## src/rtl/pe_stream_pkg.sv

```systemverilog
// Shared types and constants for the PE stream driver: FSM states, default
// widths and the fixed-point formats of the operands and accumulator.
package pe_stream_pkg;

    localparam int unsigned DEF_DATA_WIDTH   = 16;
    localparam int unsigned DEF_WEIGHT_WIDTH = 8;
    localparam int unsigned DEF_ACCUM_WIDTH  = 32;
    localparam int unsigned DEF_LEN_WIDTH    = 8;

    // Binary point positions: S5.10 activations, S1.6 weights, S15.16 accumulator.
    localparam int unsigned DATA_FRAC   = 10;
    localparam int unsigned WEIGHT_FRAC = 6;
    localparam int unsigned ACCUM_FRAC  = 16;

    typedef enum logic [2:0] {
        ST_IDLE,
        ST_CLEAR,
        ST_STREAM,
        ST_WAIT,
        ST_RESULT
    } state_e;

endpackage

```

## src/rtl/pe_stream_driver.sv

```systemverilog
// Job-level transmitter for one processing element: streams K operand pairs in,
// sequences the accumulator clear, and returns the PE's final dot product.
module pe_stream_driver
    import pe_stream_pkg::*;
#(
    parameter int unsigned DATA_WIDTH   = DEF_DATA_WIDTH,
    parameter int unsigned WEIGHT_WIDTH = DEF_WEIGHT_WIDTH,
    parameter int unsigned ACCUM_WIDTH  = DEF_ACCUM_WIDTH,
    parameter int unsigned LEN_WIDTH    = DEF_LEN_WIDTH
) (
    input  logic                    clk,
    input  logic                    rst_n,
    input  logic                    start,
    input  logic [LEN_WIDTH-1:0]    vec_len,
    output logic                    busy,
    input  logic [DATA_WIDTH-1:0]   s_data,
    input  logic [WEIGHT_WIDTH-1:0] s_weight,
    input  logic                    s_valid,
    output logic                    s_ready,
    output logic [DATA_WIDTH-1:0]   pe_data_out,
    output logic                    pe_data_valid,
    output logic [WEIGHT_WIDTH-1:0] pe_weight_out,
    output logic                    pe_weight_valid,
    output logic                    pe_clear_accum,
    input  logic [ACCUM_WIDTH-1:0]  pe_accum_in,
    input  logic                    pe_result_valid_in,
    output logic [ACCUM_WIDTH-1:0]  res_data,
    output logic                    res_valid,
    input  logic                    res_ready
);

    state_e                  state_q;
    logic [LEN_WIDTH-1:0]    len_q;
    logic [LEN_WIDTH-1:0]    beat_cnt_q;
    logic [LEN_WIDTH-1:0]    beat_cnt_d;
    logic [LEN_WIDTH-1:0]    res_cnt_q;
    logic [LEN_WIDTH-1:0]    res_cnt_d;
    logic [DATA_WIDTH-1:0]   pe_data_q;
    logic [WEIGHT_WIDTH-1:0] pe_weight_q;
    logic                    pe_valid_q;
    logic                    clear_q;
    logic [ACCUM_WIDTH-1:0]  res_data_q;
    logic                    res_valid_q;
    logic                    accept;

    assign beat_cnt_d = beat_cnt_q + LEN_WIDTH'(1);
    assign res_cnt_d  = res_cnt_q + LEN_WIDTH'(1);

    // Ready depends only on registered state, never on s_valid.
    assign s_ready = (state_q == ST_STREAM) && (beat_cnt_q < len_q);
    assign accept  = s_valid && s_ready;
    assign busy    = (state_q != ST_IDLE);

    always_ff @(posedge clk) begin
        if (!rst_n) begin
            state_q     <= ST_IDLE;
            len_q       <= '0;
            beat_cnt_q  <= '0;
            res_cnt_q   <= '0;
            pe_data_q   <= '0;
            pe_weight_q <= '0;
            pe_valid_q  <= 1'b0;
            clear_q     <= 1'b0;
            res_data_q  <= '0;
            res_valid_q <= 1'b0;
        end else begin
            // Any cycle without an accept presents a zeroed bubble to the PE.
            pe_data_q   <= '0;
            pe_weight_q <= '0;
            pe_valid_q  <= 1'b0;

            unique case (state_q)
                ST_IDLE: begin
                    if (start && (vec_len != '0)) begin
                        len_q      <= vec_len;
                        beat_cnt_q <= '0;
                        res_cnt_q  <= '0;
                        clear_q    <= 1'b1;
                        state_q    <= ST_CLEAR;
                    end
                end
                ST_CLEAR: begin
                    state_q <= ST_STREAM;
                end
                ST_STREAM: begin
                    if (accept) begin
                        pe_data_q   <= s_data;
                        pe_weight_q <= s_weight;
                        pe_valid_q  <= 1'b1;
                        clear_q     <= 1'b0;
                        beat_cnt_q  <= beat_cnt_d;
                        if (beat_cnt_d == len_q) begin
                            state_q <= ST_WAIT;
                        end
                    end
                    if (pe_result_valid_in) begin
                        res_cnt_q <= res_cnt_d;
                    end
                end
                ST_WAIT: begin
                    if (pe_result_valid_in) begin
                        res_cnt_q <= res_cnt_d;
                        if (res_cnt_d == len_q) begin
                            res_data_q  <= pe_accum_in;
                            res_valid_q <= 1'b1;
                            state_q     <= ST_RESULT;
                        end
                    end
                end
                ST_RESULT: begin
                    if (res_ready) begin
                        res_valid_q <= 1'b0;
                        state_q     <= ST_IDLE;
                    end
                end
                default: begin
                    state_q <= ST_IDLE;
                end
            endcase
        end
    end

    assign pe_data_out     = pe_data_q;
    assign pe_weight_out   = pe_weight_q;
    assign pe_data_valid   = pe_valid_q;
    assign pe_weight_valid = pe_valid_q;
    assign pe_clear_accum  = clear_q;
    assign res_data        = res_data_q;
    assign res_valid       = res_valid_q;

endmodule

```

## config.mk

```make
export PLATFORM = sky130hd
export DESIGN_NAME = pe_stream_driver
export DESIGN_NICKNAME = d
export VERILOG_FILES = /design/src/rtl/pe_stream_pkg.sv /design/src/rtl/pe_stream_driver.sv
export SDC_FILE = /design/constraint.sdc
export NUM_CORES = 1
export LEC_CHECK = 0
export ABC_AREA = 1
export BUFFER_PORTS_ARGS = -buffer_cell sky130_fd_sc_hd__buf_2
export CELL_PAD_IN_SITES_DETAIL_PLACEMENT = 2
export CELL_PAD_IN_SITES_GLOBAL_PLACEMENT = 2
export CORE_UTILIZATION = 24
export CTS_CLUSTER_DIAMETER = 80
export CTS_CLUSTER_SIZE = 25
export DETAILED_ROUTE_END_ITERATION = 10
export PLACE_DENSITY = 0.82
export SLEW_MARGIN = 40
export SYNTH_ARGS = -nofsm -noshare
export SYNTH_HDL_FRONTEND = slang
export SYNTH_SLANG_ARGS = --single-unit
```

## constraint.sdc

```tcl
create_clock -name clk -period 1.9 [get_ports clk]
set_clock_uncertainty 0.05 [all_clocks]
set_input_delay 0.095 -clock clk [delete_from_list [all_inputs] [get_ports clk]]
set_output_delay 0.095 -clock clk [all_outputs]
set_load 0.02 [all_outputs]
```

# --- After elaboration in Yosys (flattened, before gate mapping) ---
# Index checks and enable logic that the tools add are counted.
word_totals:
  register_bits: 86
  latch_bits: 0
  mem_bits_rw: 0
  rom_bits: 0
  out_inout_bits: 62
  memories: 0
op_classes:
  addsub: 2
  mul: 0
  div_mod_pow: 0
  magnitude_cmp: 1
  eq_ne: 13
  shifts: 0
  mux: 20
  bitwise_logic: 0
  reduce_logical: 18
ops:
  columns: ["op", "n"]
  rows:
  - ["one-hot mux 8 bit (2 select lines)", 2]
  - ["2-to-1 mux 8 bit", 3]
  - ["2-to-1 mux 3 bit", 6]
  - ["adder 8 x 1 -> 8 bit (second input constant)", 2]
  - ["== test 8 bit", 2]
  - ["one-hot mux 3 bit (5 select lines)", 1]
  - ["AND reduction 3 bit", 4]
  - ["inequality test 2 bit (second input constant)", 5]
  - ["< comparator 8 bit", 1]
  - ["nonzero test 8 bit", 1]
  - ["== test 3 x 2 -> 1 bit (second input constant)", 2]
  - ["2-to-1 mux 1 bit", 6]
  - ["AND reduction 6 bit", 1]
  - ["nonzero test 2 bit", 3]
  - ["inequality test 2 x 1 -> 1 bit (second input constant)", 2]
  - ["one-hot mux 1 bit (2 select lines)", 2]
  - ["AND reduction 2 bit", 2]
  - ["AND reduction 4 bit", 1]
  - ["== test 3 x 1 -> 1 bit (second input constant)", 1]
  - ["== test 3 bit (second input constant)", 1]
  - ["logical AND 1 bit", 3]
  - ["logical NOT 3 bit", 1]
  - ["nonzero test 3 bit", 1]
  - ["OR reduction 2 bit", 1]

# --- Depth between registers and ports, before layout ---
# Gate-level depths: netlist (run 1).
logic_depth:
  depth_word: 5
  mapped_depth: 14

# --- Worst setup path before layout (run 1) ---
# No wires, ideal clock.
synth_path:
  path_type: "register to register"
  startpoint: "register res_cnt_q[0]"
  endpoint: "register res_data_q[17], in the netlist res_data[17]"
  setup_time_ns: 0.116
  arrival_time_ns: 1.841
  t_required_ns: 1.734
  path_slack_ns: -0.107
  stages_incl_launch_ff: 12
  n_path_buf: 2
  cell_sequence: "dfxtp_1 > ha_1 > nand3_1 > o21ai_0 > a21oi_1 > nor2_2 > nand3_2 > or2_1 > buf_6 > buf_6 > nor2_1 > nor2_1"
synth_between:
  elab_chain_len: 3
synth_rtl:
  columns: ["item", "line", "text"]
  rows:
  - ["start, declared", "pe_stream_driver.sv:36", "logic [LEN_WIDTH-1:0] res_cnt_q;"]
  - ["start signal, assigned", "pe_stream_driver.sv:97", "res_cnt_q <= res_cnt_d;"]
  - ["start signal, assigned", "pe_stream_driver.sv:102", "res_cnt_q <= res_cnt_d;"]
  - ["adder 8 x 1 -> 8 bit", "pe_stream_driver.sv:47", "assign res_cnt_d = res_cnt_q + LEN_WIDTH'(1);"]
  - ["== test 8 bit", "pe_stream_driver.sv:103", "if (res_cnt_d == len_q) begin"]
  - ["AND reduction 3 bit (no line)", null, null]
  - ["end signal, assigned", "pe_stream_driver.sv:104", "res_data_q <= pe_accum_in;"]
  - ["end, declared", "pe_stream_driver.sv:42", "logic [ACCUM_WIDTH-1:0] res_data_q;"]
# Every way passes these cells.
# A chain may end at the register's enable or synchronous reset.

# --- Worst setup path in the final report (run 1) ---
layout_path:
  startpoint: "register res_cnt_q[1]"
  endpoint: "register res_data_q[31], in the netlist res_data[31]"
# Same word-level chain as after synthesis.

==> results.rst, run 1 <==
.. list-table::
   :header-rows: 1

   * - Metric
     - Value
   * - Post-synth EDFFs
     - 0
   * - Total congestion overflow
     - 0
   * - Pins over their slew limit
     - 0
   * - Combinational share of power
     - roughly 46%
   * - First drt pass iteration count
     - 4
   * - Overall die area
     - 0.0163 mm2
   * - Clock root cell
     - sky130_fd_sc_hd__clkbuf_16
   * - Setup repair after global routing missed its margin
     - true
   * - Reg-to-reg critical path endpoint
     - res_data[31]$_SDFFE_PN0P_
   * - Count of unresolved DRC violations after routing
     - 0
   * - Via density
     - 4.99
   * - Result of the run
     - finished, violations left
   * - Number of levels the H-tree was split into
     - 3
   * - Pre-CTS WS
     - -0.297 ns
   * - Cell with the most instances after synthesis
     - sky130_fd_sc_hd__nor2_1
   * - Vertical extent of the die
     - 128 um
   * - Detailed placer's ending HPWL
     - 11.3 mm
   * - CP max FO
     - 8
   * - Async SR Flop Fraction
     - 0%
   * - Area used by multi-input combinational logic
     - 0.00228 mm2
   * - Critical path data required time
     - approximately 2.1 ns
   * - Fin nets
     - 869
   * - Final std cell area, no fill
     - 0.00689 mm2
   * - Nature of the critical path endpoint
     - flop
   * - Synthesis-to-layout area growth
     - 82.1%
   * - Overall Power
     - 7670 uW
   * - Count of vias placed by the detailed router
     - 5011
   * - Minimum period implied by the final worst setup slack
     - 2.50 ns
   * - Final hold violation count
     - 0
   * - Worst hold path depth
     - 3
   * - Register area share after synthesis
     - a little under half
   * - TritonCTS clock tree
     - built
   * - Global placement routability congestion
     - approximately 0.79
   * - Most frequent cells after synthesis
     - sky130_fd_sc_hd__nor2_1 (109), sky130_fd_sc_hd__dfxtp_1 (86), sky130_fd_sc_hd__nand2_1 (80)
   * - Area of the core
     - 0.0153 mm2
   * - Summed negative setup slack over all endpoints
     - -21.91 ns
   * - Number of antenna-violating nets in the routed design
     - 0
   * - Largest area contributor in the synthesized netlist
     - sky130_fd_sc_hd__dfxtp_1
   * - Fmax achieved
     - 0.400 GHz
   * - Global-route wire length before repair
     - between 30 and 40 mm
   * - Power share of the clock group
     - around a quarter
   * - Average instance area after synthesis
     - about 7 um2
   * - Worst Hold Class
     - in2reg
   * - GRT Resource Usage Total
     - 26.5%
   * - Pleak
     - between 0.003 and 0.004 uW
   * - # IOs
     - 132
   * - Final Worst Setup Slack
     - -0.599 ns
   * - Placed cell areas
     - between 0.005 and 0.006 mm2
   * - Placed cell count
     - 909
   * - Total length of routed wires
     - 26.3 mm
   * - Finish-stage setup viols
     - 70
   * - R2r setup slk
     - -0.60 ns
   * - Number of warnings printed during yosys synthesis
     - 0
   * - Num Clock Sinks
     - 86
   * - Beginning of the critical path
     - res_cnt_q[1]$_SDFFE_PN0P_
   * - Die W
     - 128 um
   * - Number of max-cap violations
     - 0
   * - Worst-margin pin slew
     - around 0.54 ns
   * - CTS Buf Count
     - 9
   * - Initial DRC Count
     - 280
   * - Synth Cell Area
     - 0.00378 mm2
   * - Clock transition at the registers of the reported paths
     - 0.08 ns
   * - Number of port buffers
     - 131
   * - Crit share post-route
     - 132%
   * - Distinct cell type count of the synthesized netlist
     - 27
   * - Number of core rows
     - 45
   * - Synth Register Bits
     - 86
   * - Vias in the first global route
     - 5582
   * - Cell-internal power
     - between 4000 and 5000 uW
   * - Routed wire length per instance
     - ~26 um
   * - Violations in the final reports
     - negative setup slack
   * - Reg2Reg Depth
     - 13
   * - Synthesized instance count
     - 529
   * - P_sw
     - approximately 3200 uW
   * - Fill cell total of the finished layout
     - 1674
   * - Sort of element at the start of the critical path
     - flop
   * - Largest net degree at the start of global routing
     - 37
   * - Share of final-layout standard cells stronger than drive strength 1
     - 48.3%
   * - Ratio of total power to cell area
     - 1110 mW/mm2
   * - Footprint of the flip-flops and latches
     - 0.00176 mm2
   * - Synth top area share
     - 45.5%
   * - Most frequently used flop master after synthesis
     - sky130_fd_sc_hd__dfxtp_1
   * - Startpoint of the most critical register-to-register path
     - res_cnt_q[1]$_SDFFE_PN0P_
   * - Most area-consuming cells after synthesis
     - sky130_fd_sc_hd__dfxtp_1 (45%), sky130_fd_sc_hd__nor2_1 (11%), sky130_fd_sc_hd__nand2_1 (7.9%), sky130_fd_sc_hd__o21ai_0 (6.7%), sky130_fd_sc_hd__inv_1 (6.3%)
   * - Highest ir drop seen on vdd
     - 0.455 mV
   * - Share of total power consumed by net switching
     - approximately 41%
   * - Initial cell density of the core
     - 24.7%
   * - Fraction of power consumed by sequential logic
     - just under 30%
   * - Deepest clock path buffer count
     - 2
   * - Hold worst-path end
     - res_cnt_q[0]$_SDFFE_PN0P_
   * - Cell Count, Final, Fillers Out
     - 1005
   * - Start-to-end type of the worst setup path
     - reg2reg
   * - Initial antenna violation count
     - 1
   * - Data arrival at the endpoint of the critical path
     - roughly 2.7 ns
   * - Rel. slew slack
     - a little under two thirds
   * - Net count of the mapped netlist
     - 609
   * - Worst-skew pair later-pin latency
     - 0.37 ns
   * - Critical hold path startpoint
     - pe_result_valid_in
## final cells by class
class | instances | share of cell area, %
Antenna cell | 1 | 0.0363
Sequential cell | 86 | 25.6
Clock inverter | 3 | 0.653
Timing Repair Buffer | 266 | 29.8
Clock buffer | 12 | 3.43
Multi-Input combinational cell | 359 | 33.0
Inverter | 67 | 3.72
Tap cell | 211 | 3.83
## sequential cells by signal, indices dropped and copies added (netlist names)
signal / count
res_data: 32
state_q: 3
res_cnt_q: 8
pe_clear_accum: 1
len_q: 8
pe_data_valid: 1
beat_cnt_q: 8
pe_weight_out: 8
pe_data_out: 16
res_valid: 1
## per-stage QoR
stage          hold WS, ns  utilization [%]
6_report            0.0271             45.0
2_1_floorplan        0.157                -
3_5_place_dp         0.271             33.1
5_1_grt             0.0608             45.0
3_3_place_gp         0.257             33.1
4_1_cts             0.0166             41.3
## logic make-up (layout without fill, tap and decap cells)
logic type	after synthesis	in the layout	synth area share, %
AND/OR/NAND/NOR	257	257	29.4
buffers and inverters	84	348	9.32
AO/OA/AOI/OAI	90	90	12.1
flip-flops	86	86	45.5
other	0	1	0
adder cells (fa/ha/maj)	10	10	3.31
XOR/XNOR	2	2	0.463
## metal layers
layer | track usage (%) | vias up | part of all wire, %
met2 | 49.1 | 241 | 51
met1 | 27.5 | 2472 | 37
li1 | - | 2191 | -
met3 | 7.33 | 107 | 5.9
met4 | 12.8 | 0 | 6.4
met5 | 0 | - | 0
## worst max-delay path by stage
| stage | depth (start not counted) | end | slack (ns) |
|---|---|---|---|
| final | 13 | res_data[31]$_SDFFE_PN0P_ | -0.60 |
| after global routing | 14 | res_data[29]$_SDFFE_PN0P_ | -0.66 |
| after CTS | 12 | res_data[13]$_SDFFE_PN0P_ | -0.14 |
| after detailed placement | 12 | res_data[4]$_SDFFE_PN0P_ | -0.30 |
| after global placement | 12 | res_data[4]$_SDFFE_PN0P_ | -0.20 |
| after floorplan | 11 | res_data[14]$_SDFFE_PN0P_ | -0.02 |
## cells in the final DEF (no fill, tap or decap), types with 7 or more instances in the layout
master | netlist | layout
sky130_fd_sc_hd__a21oi_1 | 33 | 22
sky130_fd_sc_hd__a21oi_2 | 0 | 10
sky130_fd_sc_hd__buf_2 | 3 | 130
sky130_fd_sc_hd__buf_4 | 1 | 53
sky130_fd_sc_hd__buf_6 | 4 | 13
sky130_fd_sc_hd__clkbuf_16 | 0 | 13
sky130_fd_sc_hd__dfxtp_1 | 86 | 68
sky130_fd_sc_hd__dfxtp_2 | 0 | 11
sky130_fd_sc_hd__dfxtp_4 | 0 | 7
sky130_fd_sc_hd__dlygate4sd3_1 | 0 | 58
sky130_fd_sc_hd__ha_4 | 0 | 8
sky130_fd_sc_hd__inv_1 | 64 | 55
sky130_fd_sc_hd__inv_2 | 1 | 8
sky130_fd_sc_hd__nand2_1 | 80 | 60
sky130_fd_sc_hd__nand2_2 | 3 | 16
sky130_fd_sc_hd__nand2_4 | 0 | 7
sky130_fd_sc_hd__nand3_1 | 38 | 32
sky130_fd_sc_hd__nor2_1 | 109 | 63
sky130_fd_sc_hd__nor2_2 | 16 | 46
sky130_fd_sc_hd__nor2_4 | 3 | 19
sky130_fd_sc_hd__o21ai_0 | 51 | 24
sky130_fd_sc_hd__o21ai_1 | 4 | 16
sky130_fd_sc_hd__o21ai_2 | 1 | 13
## power by group through the flow
stage / Combinational [uW] / Sequential (uW) / Clock [uW]
6_report: 3500 / 2270 / 1890
5_1_grt: 3690 / 2280 / 1940
4_1_cts: 2570 / 2210 / 1800
3_5_place_dp: 2150 / 2190 / 0
3_3_place_gp: 2000 / 2180 / 0
2_1_floorplan: 1030 / 2250 / 0
## critical path: stages (launching register included)
cell and delay, ns:
sky130_fd_sc_hd__dfxtp_4 0.38, sky130_fd_sc_hd__ha_4 0.18, sky130_fd_sc_hd__nand3_4 0.13, sky130_fd_sc_hd__nand2_4 0.12, sky130_fd_sc_hd__nand2_2 0.05, sky130_fd_sc_hd__nand2_1 0.11
sky130_fd_sc_hd__nand3b_1 0.17, sky130_fd_sc_hd__nor2_2 0.16, sky130_fd_sc_hd__nand3_2 0.12, sky130_fd_sc_hd__buf_6 0.15, sky130_fd_sc_hd__nor2_4 0.21, sky130_fd_sc_hd__buf_12 0.17
sky130_fd_sc_hd__o21ai_0 0.11, sky130_fd_sc_hd__nor2_1 0.29
## what timing repair did
action                                  4_1_cts  5_1_grt
endpoints found under the setup margin       69       79
setup buffers                                 5        9
gates resized for setup                      99      112
hold buffers                                 58        0
endpoints found under the hold margin        58        0
pin swaps                                    30       36
gates cloned                                  2        6
Note: power is estimated with default switching activity, not from simulation.
==> run 2: changes to the inputs <==
- CORE_ASPECT_RATIO: default -> 0.9
- PLACE_DENSITY: 0.82 -> 0.79
- REMOVE_ABC_BUFFERS: default -> 1
==> run 2 against run 1 <==
The run still ends with negative setup slack left. Utilization grew 1.2 points. First-iteration DRC count is 24% lower. Worst hold slack worse by 0.025 ns. Register-to-register slack better by 0.19 ns. Final cell count increased by 0.60%. Fmax grew 8.1%. Die area about the same. Via count down 3.1%. Routed wire length shrank 12%. Global-route usage down 1.8 points. Largest cell class unchanged. Critical path depth is 1 lower. Combinational power increased by 10%.
==> results.rst, run 2 (synthesized netlist as in run 1, its figures left out) <==
.. list-table::
   :header-rows: 1

   * - Metric
     - Value
   * - Result of the run
     - finished, violations left
   * - Violations in the final reports
     - negative setup slack
   * - Share of total power consumed by net switching
     - 40.6%
   * - Initial cell density of the core
     - 24.6%
   * - Startpoint of the most critical register-to-register path
     - res_cnt_q[0]$_SDFFE_PN0P_
   * - Leading cell type in the layout, fill and taps excluded
     - sky130_fd_sc_hd__buf_2
   * - Antenna diode instance count
     - 0
   * - Cell-internal power
     - 4770 uW
   * - TritonCTS clock tree
     - built
   * - Ratio of total power to cell area
     - roughly 1100 mW/mm2
   * - Minimum period implied by the final worst setup slack
     - 2.31 ns
   * - Vias in the first global route
     - 5530
   * - Pins over their slew limit
     - 0
   * - Power share of the clock group
     - about a quarter
   * - Clock transition at the registers of the reported paths
     - 0.08 ns
   * - Initial DRC Count
     - 212
   * - Share of final-layout standard cells stronger than drive strength 1
     - approximately half
   * - Number of max-cap violations
     - 0
   * - Overall die area
     - ~0.016 mm2
   * - Num Clock Sinks
     - 86
   * - Fin nets
     - 884
   * - Worst-margin pin slew
     - 0.561 ns
   * - Final hold violation count
     - 0
   * - Initial antenna violation count
     - 0
   * - Placed cell areas
     - 0.00504 mm2
   * - GRT Resource Usage Total
     - 24.7%
   * - Via density
     - 4.81
   * - Critical hold path startpoint
     - vec_len[6]
   * - Count of vias placed by the detailed router
     - 4858
   * - Highest ir drop seen on vdd
     - 0.651 mV
   * - Fraction of power consumed by sequential logic
     - ~28%
   * - Nature of the critical path endpoint
     - flop
   * - Pleak
     - 0.00326 uW
   * - Finish-stage setup viols
     - 70
   * - Commonest cells after routing, fill and taps aside
     - sky130_fd_sc_hd__buf_2 (130), sky130_fd_sc_hd__buf_4 (69), sky130_fd_sc_hd__dfxtp_1 (66)
   * - Number of levels the H-tree was split into
     - 3
   * - # IOs
     - approximately 130
   * - CP max FO
     - 8
   * - Data arrival at the endpoint of the critical path
     - 2.54 ns
   * - Setup repair after global routing missed its margin
     - true
   * - Routed wire length per instance
     - 22.9 um
   * - Utilization of the core after routing
     - 46.2%
   * - Count of unresolved DRC violations after routing
     - 0
   * - Rel. slew slack
     - 62.6%
   * - Combinational share of power
     - 48.1%
   * - Area of the core
     - 0.0154 mm2
   * - Vertical extent of the die
     - approximately 120 um
   * - First drt pass iteration count
     - 4
   * - Worst-skew pair later-pin latency
     - 0.37 ns
   * - Total length of routed wires
     - 23.1 mm
   * - Sort of element at the start of the critical path
     - flop
   * - Clock root cell
     - sky130_fd_sc_hd__clkbuf_16
   * - Number of port buffers
     - 131
   * - Global-route wire length before repair
     - 30.0 mm
   * - Final std cell area, no fill
     - 0.00710 mm2
   * - Number of antenna-violating nets in the routed design
     - 0
   * - Final Worst Setup Slack
     - -0.412 ns
   * - Total congestion overflow
     - 0
   * - Fmax achieved
     - 0.433 GHz
   * - CTS Buf Count
     - 9
   * - Detailed placer's ending HPWL
     - 10.7 mm
   * - Largest net degree at the start of global routing
     - 46
   * - Cell Count, Final, Fillers Out
     - 1011
   * - Deepest clock path buffer count
     - 2
   * - Beginning of the critical path
     - res_cnt_q[0]$_SDFFE_PN0P_
   * - Largest register FFs
     - 32
   * - Start-to-end type of the worst setup path
     - reg2reg
   * - Global placement routability congestion
     - 0.781
   * - Die W
     - 134 um
   * - Number of core rows
     - between 40 and 50
   * - Crit share post-route
     - 122%
   * - P_sw
     - 3270 uW
   * - Synthesis-to-layout area growth
     - 87.7%
   * - Worst Hold Class
     - in2reg
   * - Critical path data required time
     - 2.13 ns
   * - Placed cell count
     - 900
[run 2: changes by cell type in the layout (fill, tap and decap cells not counted), moves of 4 or more]
cell / delta
sky130_fd_sc_hd__inv_6: +4
sky130_fd_sc_hd__a21oi_2: -4
sky130_fd_sc_hd__nor2_4: +15
sky130_fd_sc_hd__o21ai_0: -4
sky130_fd_sc_hd__nor2_2: -12
sky130_fd_sc_hd__inv_1: -5
sky130_fd_sc_hd__inv_2: +6
sky130_fd_sc_hd__o21ai_1: +6
sky130_fd_sc_hd__buf_4: +16
[run 2: final cells by class]
class | count | area [um2]
Timing Repair Buffer | 281 | 2130
Clock inverter | 7 | 78.8
Multi-Input combinational cell | 359 | 2400
Fill cell | 1726 | 8280
Clock buffer | 9 | 225
Tap cell | 202 | 253
Sequential cell | 86 | 1760
Inverter | 67 | 259
[run 2: critical path: stages, from the launching register on]
cell and delay (ns):
sky130_fd_sc_hd__dfxtp_4 0.38, sky130_fd_sc_hd__ha_4 0.27, sky130_fd_sc_hd__xnor2_2 0.17, sky130_fd_sc_hd__nand2_1 0.10
sky130_fd_sc_hd__nand3b_1 0.20, sky130_fd_sc_hd__nor2_2 0.15, sky130_fd_sc_hd__nand3_2 0.10, sky130_fd_sc_hd__buf_6 0.15
sky130_fd_sc_hd__nor2_4 0.12, sky130_fd_sc_hd__buf_12 0.14, sky130_fd_sc_hd__buf_12 0.12, sky130_fd_sc_hd__o21ai_1 0.07
sky130_fd_sc_hd__nor2_1 0.20
[run 2: what timing repair did]
item                       4_1_cts  5_1_grt
buffers inserted                15       25
setup endpoints to repair       71       87
gates cloned                     5        1
hold endpoints to repair        58        0
pin swaps                       29       40
gates resized for setup        101      171
hold buffers                    58        0
[run 2: final timing paths]
check	end	slack, ns	cells past startpoint
worst max-delay path	res_data[6]$_SDFFE_PN0P_	-0.41	12
worst min-delay path	len_q[6]$_SDFFE_PN0P_	0.002	3
worst max register to register	res_data[6]$_SDFFE_PN0P_	-0.41	12
worst min register to register	res_cnt_q[7]$_SDFFE_PN0P_	0.45	2
[run 2: through the flow]
stage | setup slack (ns) | hold slack, ns | TNS (ns) | total power (uW)
after floorplan | -0.420 | 0.157 | -12.67 | 3240
after global placement | -0.249 | 0.262 | -10.18 | 4150
after detailed placement | -0.421 | 0.272 | -18.97 | 4330
after CTS | -0.245 | 0.000276 | -10.28 | 6850
after global routing | -0.448 | 0.0289 | -21.48 | 8350
final | -0.412 | 0.00197 | -17.49 | 8040
[run 2: power groups by stage]
stage | Clock, uW | Combinational, uW | Sequential, uW
2_1_floorplan | 0 | 990 | 2250
3_3_place_gp | 0 | 2000 | 2150
3_5_place_dp | 0 | 2160 | 2170
4_1_cts | 1910 | 2770 | 2180
5_1_grt | 2030 | 4060 | 2250
6_report | 1930 | 3860 | 2240
[run 2: layer usage]
metal,global-route usage [%],share of wire [%],up-vias
li1,-,-,2224
met1,25.5,39,2429
met2,46.1,53,146
met3,5.85,3.9,59
met4,13.1,4.3,0
met5,0,0,-
